$ cat src/rtl/bcd_count_n.sv
// N-digit BCD up/down counter with a saturating or wrapping terminal.
// The binary terminal count is clamped and then converted to BCD by a sequential double-dabble.

module bcd_count_lane (
  input  logic [3:0] d,
  input  logic       up,
  input  logic       ci,
  input  logic [3:0] s,
  output logic [3:0] q,
  output logic [3:0] adj
);
  always_comb begin
    q   = d;
    adj = (s >= 4'd5) ? s + 4'd3 : s;
    if (ci) begin
      if (up) q = (d == 4'd9) ? 4'd0 : d + 4'd1;
      else    q = (d == 4'd0) ? 4'd9 : d - 4'd1;
    end
  end
endmodule

module bcd_count_n #(
  parameter int DIGITS = 2,
  parameter int MAX_W  = 7
) (
  input  logic                  clk,
  input  logic                  reset,
  input  logic                  run,
  input  logic [MAX_W-1:0]      max_count,
  input  logic                  up,
  input  logic                  wrap,
  output logic [4*DIGITS-1:0]   digits,
  output logic                  ready,
  output logic                  done
);
  localparam int CW = $clog2(MAX_W) + 1;

  function automatic logic [63:0] pow10m1(input int n);
    logic [63:0] p;
    p = 64'd1;
    for (int i = 0; i < n; i++) p = p * 64'd10;
    return p - 64'd1;
  endfunction

  localparam logic [63:0] LIM = pow10m1(DIGITS);

  typedef enum logic [1:0] {IDLE, CONV, COUNT, HOLD} state_t;

  state_t                   state_q, state_d;
  logic [DIGITS-1:0][3:0]   cnt_q, cnt_d, term_q, term_d, start_q, start_d;
  logic [DIGITS-1:0][3:0]   cnt_step, sc_adj;
  logic [4*DIGITS-1:0]      sc_q, sc_d, sc_adj_f, sc_shift;
  logic [MAX_W-1:0]         bin_q, bin_d, max_clamped;
  logic [CW-1:0]            bits_q, bits_d;
  logic                     up_q, up_d, wrap_q, wrap_d;
  logic                     ready_q, ready_d, done_q, done_d;
  logic [DIGITS-1:0]        cy;

  // Clamp in binary so the conversion never overflows the digit scratch
  assign max_clamped = (64'(max_count) > LIM) ? MAX_W'(LIM) : max_count;

  assign cy[0] = 1'b1;
  for (genvar i = 0; i < DIGITS; i++) begin : g_lane
    if (i > 0) begin : g_cy
      assign cy[i] = cy[i-1] & (up_q ? (cnt_q[i-1] == 4'd9) : (cnt_q[i-1] == 4'd0));
    end
    bcd_count_lane u_lane (
      .d   (cnt_q[i]),
      .up  (up_q),
      .ci  (cy[i]),
      .s   (sc_q[4*i +: 4]),
      .q   (cnt_step[i]),
      .adj (sc_adj[i])
    );
  end

  assign sc_adj_f = sc_adj;
  assign sc_shift = {sc_adj_f[4*DIGITS-2:0], bin_q[MAX_W-1]};

  always_comb begin
    state_d = state_q;
    cnt_d   = cnt_q;
    term_d  = term_q;
    start_d = start_q;
    sc_d    = sc_q;
    bin_d   = bin_q;
    bits_d  = bits_q;
    up_d    = up_q;
    wrap_d  = wrap_q;
    ready_d = ready_q;
    done_d  = done_q;
    if (!run) begin
      bin_d   = max_clamped;
      up_d    = up;
      wrap_d  = wrap;
      sc_d    = '0;
      bits_d  = '0;
      cnt_d   = '0;
      ready_d = 1'b0;
      done_d  = 1'b0;
      state_d = CONV;
    end else begin
      case (state_q)
        CONV: begin
          sc_d   = sc_shift;
          bin_d  = bin_q << 1;
          bits_d = bits_q + CW'(1);
          if (bits_q == CW'(MAX_W - 1)) begin
            ready_d = 1'b1;
            term_d  = up_q ? sc_shift : '0;
            start_d = up_q ? '0 : sc_shift;
            cnt_d   = up_q ? '0 : sc_shift;
            // Only max=0 makes start and terminal coincide
            if (sc_shift == '0) begin
              done_d  = 1'b1;
              state_d = HOLD;
            end else begin
              state_d = COUNT;
            end
          end
        end
        COUNT: begin
          if (done_q) begin
            cnt_d  = start_q;
            done_d = 1'b0;
          end else if (cnt_step == term_q) begin
            cnt_d  = term_q;
            done_d = 1'b1;
            if (!wrap_q) state_d = HOLD;
          end else begin
            cnt_d = cnt_step;
          end
        end
        default: ;
      endcase
    end
  end

  always_ff @(posedge clk) begin
    if (reset) begin
      state_q <= IDLE;
      cnt_q   <= '0;
      term_q  <= '0;
      start_q <= '0;
      sc_q    <= '0;
      bin_q   <= '0;
      bits_q  <= '0;
      up_q    <= 1'b1;
      wrap_q  <= 1'b0;
      ready_q <= 1'b0;
      done_q  <= 1'b0;
    end else begin
      state_q <= state_d;
      cnt_q   <= cnt_d;
      term_q  <= term_d;
      start_q <= start_d;
      sc_q    <= sc_d;
      bin_q   <= bin_d;
      bits_q  <= bits_d;
      up_q    <= up_d;
      wrap_q  <= wrap_d;
      ready_q <= ready_d;
      done_q  <= done_d;
    end
  end

  assign digits = cnt_q;
  assign ready  = ready_q;
  assign done   = done_q;
endmodule

$ cat config.mk
export PLATFORM = sky130hd
export DESIGN_NAME = bcd_count_n
export DESIGN_NICKNAME = d
export VERILOG_FILES = /design/src/rtl/bcd_count_n.sv
export SDC_FILE = /design/constraint.sdc
export NUM_CORES = 1
export LEC_CHECK = 0
export CAP_MARGIN = 15
export CORE_MARGIN = 2
export CORE_UTILIZATION = 25
export CTS_CLUSTER_SIZE = 25
export DETAILED_ROUTE_END_ITERATION = 10
export DONT_BUFFER_PORTS = 1
export GPL_TIMING_DRIVEN = 0
export RECOVER_POWER = 25
export SYNTH_ARGS = -nofsm -noshare
export SYNTH_HDL_FRONTEND = slang
export SYNTH_SLANG_ARGS = --single-unit
$ cat constraint.sdc
create_clock -name clk -period 2.7 [get_ports clk]
set_input_delay 0.54 -clock clk [delete_from_list [all_inputs] [get_ports clk]]
set_output_delay 0.54 -clock clk [all_outputs]
set_load 0.05 [all_outputs]
==> impl_metrics.env, run 1 <==
export IMPL_outcome="finished clean"
export IMPL_yosysMostFrequentCell="nand2_1"
export IMPL_clock_latency_ns=0.29
export IMPL_cts_tree="done"
export IMPL_synth_xor_area_share_pct=4.80
export IMPL_first_iter_violations=297
export IMPL_peakVddDrop_mv=0.216
export IMPL_gp_congestion=0.817
export IMPL_ys_top_cells_by_count="nand2_1 (55), dfxtp_1 (49), nor2_1 (49)"
export IMPL_ys_ff_latch=49
export IMPL_place_area_um2=3100
export IMPL_p_leak_nw=1.18
export IMPL_overflow=0
export IMPL_dp_cells=525
export IMPL_utilization_pct=30.0
export IMPL_die_x_um=112
export IMPL_fp_dieArea_um2=12600
export IMPL_setup_viol=0
export IMPL_p_per_area_nw_per_um2=483
export IMPL_synthDominantCellAreaShare_pct=33.6
export IMPL_hold_ws_ns=0.400
export IMPL_dp_hpwl_mm=5.83
export IMPL_crit_required_ns=2.87
export IMPL_synth_area_leaders="dfxtp_1 (34%), nand2_1 (7.1%), nor2_1 (6.3%), a21oi_1 (5.3%), ha_1 (5.1%)"
export IMPL_crit_type="reg2reg"
export IMPL_nets=417
export IMPL_die_h_um=112
export IMPL_cts_buffers=5
export IMPL_vias=2732
export IMPL_drv_cap=0
export IMPL_routedWlPerCell_um=15.1
export IMPL_power_mw=1.65
export IMPL_fp_row_count=39
export IMPL_io_pins=22
export IMPL_yosysUniqueCellTypes=52
export IMPL_worst_pin_slew_ns=0.571
export IMPL_slew_headroom_pct=61.9
export IMPL_core_um2=11400
export IMPL_final_cells=537
export IMPL_cts_clk_slew_worst_paths_ns=0.07
export IMPL_dr_pass1_iters=4
export IMPL_diodes=0
export IMPL_reg2reg_slack_ns=0.09
export IMPL_postSynth_topFlopCell="dfxtp_1"
export IMPL_synthMuxAreaShare_pct=3.90
export IMPL_syn_nets=406
export IMPL_cts_max_path_buffers=2
export IMPL_fin_crit_ns=2.61
export IMPL_synth_compound_area_share_pct=18.9
export IMPL_skew_ns=0.00626
export IMPL_setup_ws_ns=0.0890
export IMPL_root_buffer="clkbuf_16"
export IMPL_stdcell_area_um2=3430
export IMPL_ys_warnings_count=0
export IMPL_grt_max_degree=15
export IMPL_avgSynthCellArea_um2=7.65
export IMPL_cts_num_sinks=49
export IMPL_synth_fa_ha_area_share_pct=5.14
export IMPL_end_kind="flop"
export IMPL_post_route_drc_count=0
export IMPL_synth_area_um2=2920
export IMPL_worst_setup_path_start_kind="flop"
export IMPL_setup_tns_ns=0
export IMPL_synthArstFlopShare_pct=0
export IMPL_initial_core_util_pct=25.6
export IMPL_drive_gt1_share_pct=12.4
export IMPL_period_share_pct=96.7
export IMPL_area_growth_pct=17.3
export IMPL_synth_edff_count=0
export IMPL_ant_nets=0
export IMPL_worstPathMaxFanout=7
export IMPL_yosysSeqAreaShare_pct=33.6
export IMPL_pre_cts_slack_ns=-0.360
export IMPL_htreeDepth=2
export IMPL_totalWireLength_mm=8.13
export IMPL_synth_top_area_cell="dfxtp_1"
export IMPL_hold_violations=0
export IMPL_yosys_area_share_simple_pct=28.0
export IMPL_synth_cells=382
export IMPL_antenna_found_initial=0
export IMPL_numPortBuffers=0
export IMPL_grtUsageTotal_pct=12.7
export IMPL_hp_class="in2reg"
export IMPL_fmax_ghz=0.383
export IMPL_cp_arrival_ns=2.78
export IMPL_grt_pass1_wl_mm=13.2
export IMPL_grt_pass1_vias=2672
export IMPL_drt_vias_per_instance=5.09
export IMPL_synth_top_family_by_area="simple AND/OR/NAND/NOR gates"
export IMPL_drv_slew=0
export IMPL_rsz0062_at_grt="no"
[worst max-delay path: stages (launching register included)]
cell     delay [ns]
dfxtp_4        0.43
inv_4          0.11
ha_4           0.14
or3b_2         0.47
a22oi_2        0.17
o21ai_2        0.10
xor2_1         0.23
nand4_1        0.19
o31ai_2        0.30
mux2_1         0.35
[cells by family after synthesis]
| logic type | Yosys count |
|---|---|
| multiplexers | 11 |
| XOR/XNOR | 16 |
| flip-flops | 49 |
| buffers and inverters | 42 |
| adder cells (fa/ha/maj) | 12 |
| AND/OR/NAND/NOR | 170 |
| AO/OA/AOI/OAI | 82 |
[final timing paths]
path | to | cells after the start | start
setup / recovery | state_q[0] | 9 | digits[5]
hold / removal | bin_q[1] | 2 | max_count[1]
setup reg to reg | state_q[0] | 9 | digits[5]
hold reg to reg | sc_q[5] | 2 | sc_q[5]
[where the power goes]
part | internal, mW | total [mW] | switching (mW)
clock network | 0.463 | 0.738 | 0.274
logic | 0.0603 | 0.167 | 0.107
registers | 0.733 | 0.749 | 0.0158
total | 1.26 | 1.65 | 0.397
[flip-flops by register name, indices dropped and copies added (netlist names)]
register and count:
digits 8, sc_q 8, ready 1, state_q 2
bits_q 4, start_q 8, wrap_q 1, done 1
bin_q 7, term_q 8, up_q 1
[cells in the final DEF (no fill, tap or decap), types with 8 or more instances in the layout]
master	instances
nand3_1	8
ha_1	9
a211oi_1	17
nand2_1	55
nor3_1	13
a21oi_1	31
nand2b_1	8
nor2_1	49
mux2i_1	8
xor2_1	8
clkbuf_1	22
inv_1	10
dfxtp_1	41
xnor2_1	8
[what timing repair did]
| action | in CTS | in global routing |
|---|---|---|
| hold endpoints to repair | 0 | 0 |
| gates resized for setup | 19 | 25 |
| gates cloned | 0 | 0 |
| pin swaps | 3 | 4 |
| setup endpoints to repair | 2 | 1 |
| buffers inserted | 2 | 2 |
| hold buffers | 0 | 0 |
[cell type report]
type                       instances  area [µm²]
timing repair buffer               4        25.0
clock buffer                       7         143
fill                            1212        7990
buffer                            28         121
multi-input combinational        291        1860
sequential                        49        1000
clock inverter                     1        30.0
tap                              143         179
inverter                          14        62.6
[metal layers]
metal  GRT usage [%]  share of wire (%)  vias to the layer above
met3            3.19                5.1                       15
li1                -                  -                     1347
met2            21.1                 47                       57
met1            16.2                 46                     1313
met5               0                  0                        -
met4            4.39                1.6                        0
No activity file was read; power rests on OpenSTA's default activity.
==> inputs of run 2 (changes only) <==
--- a/config.mk
+++ b/config.mk
@@ -8,7 +8,7 @@
 export CAP_MARGIN = 15
 export CORE_MARGIN = 2
 export CORE_UTILIZATION = 25
-export CTS_CLUSTER_SIZE = 25
+export CTS_CLUSTER_SIZE = 8
 export DETAILED_ROUTE_END_ITERATION = 10
 export DONT_BUFFER_PORTS = 1
 export GPL_TIMING_DRIVEN = 0
==> results of run 2 <==
Final layout, timing and power as in run 1 (identical DEF).
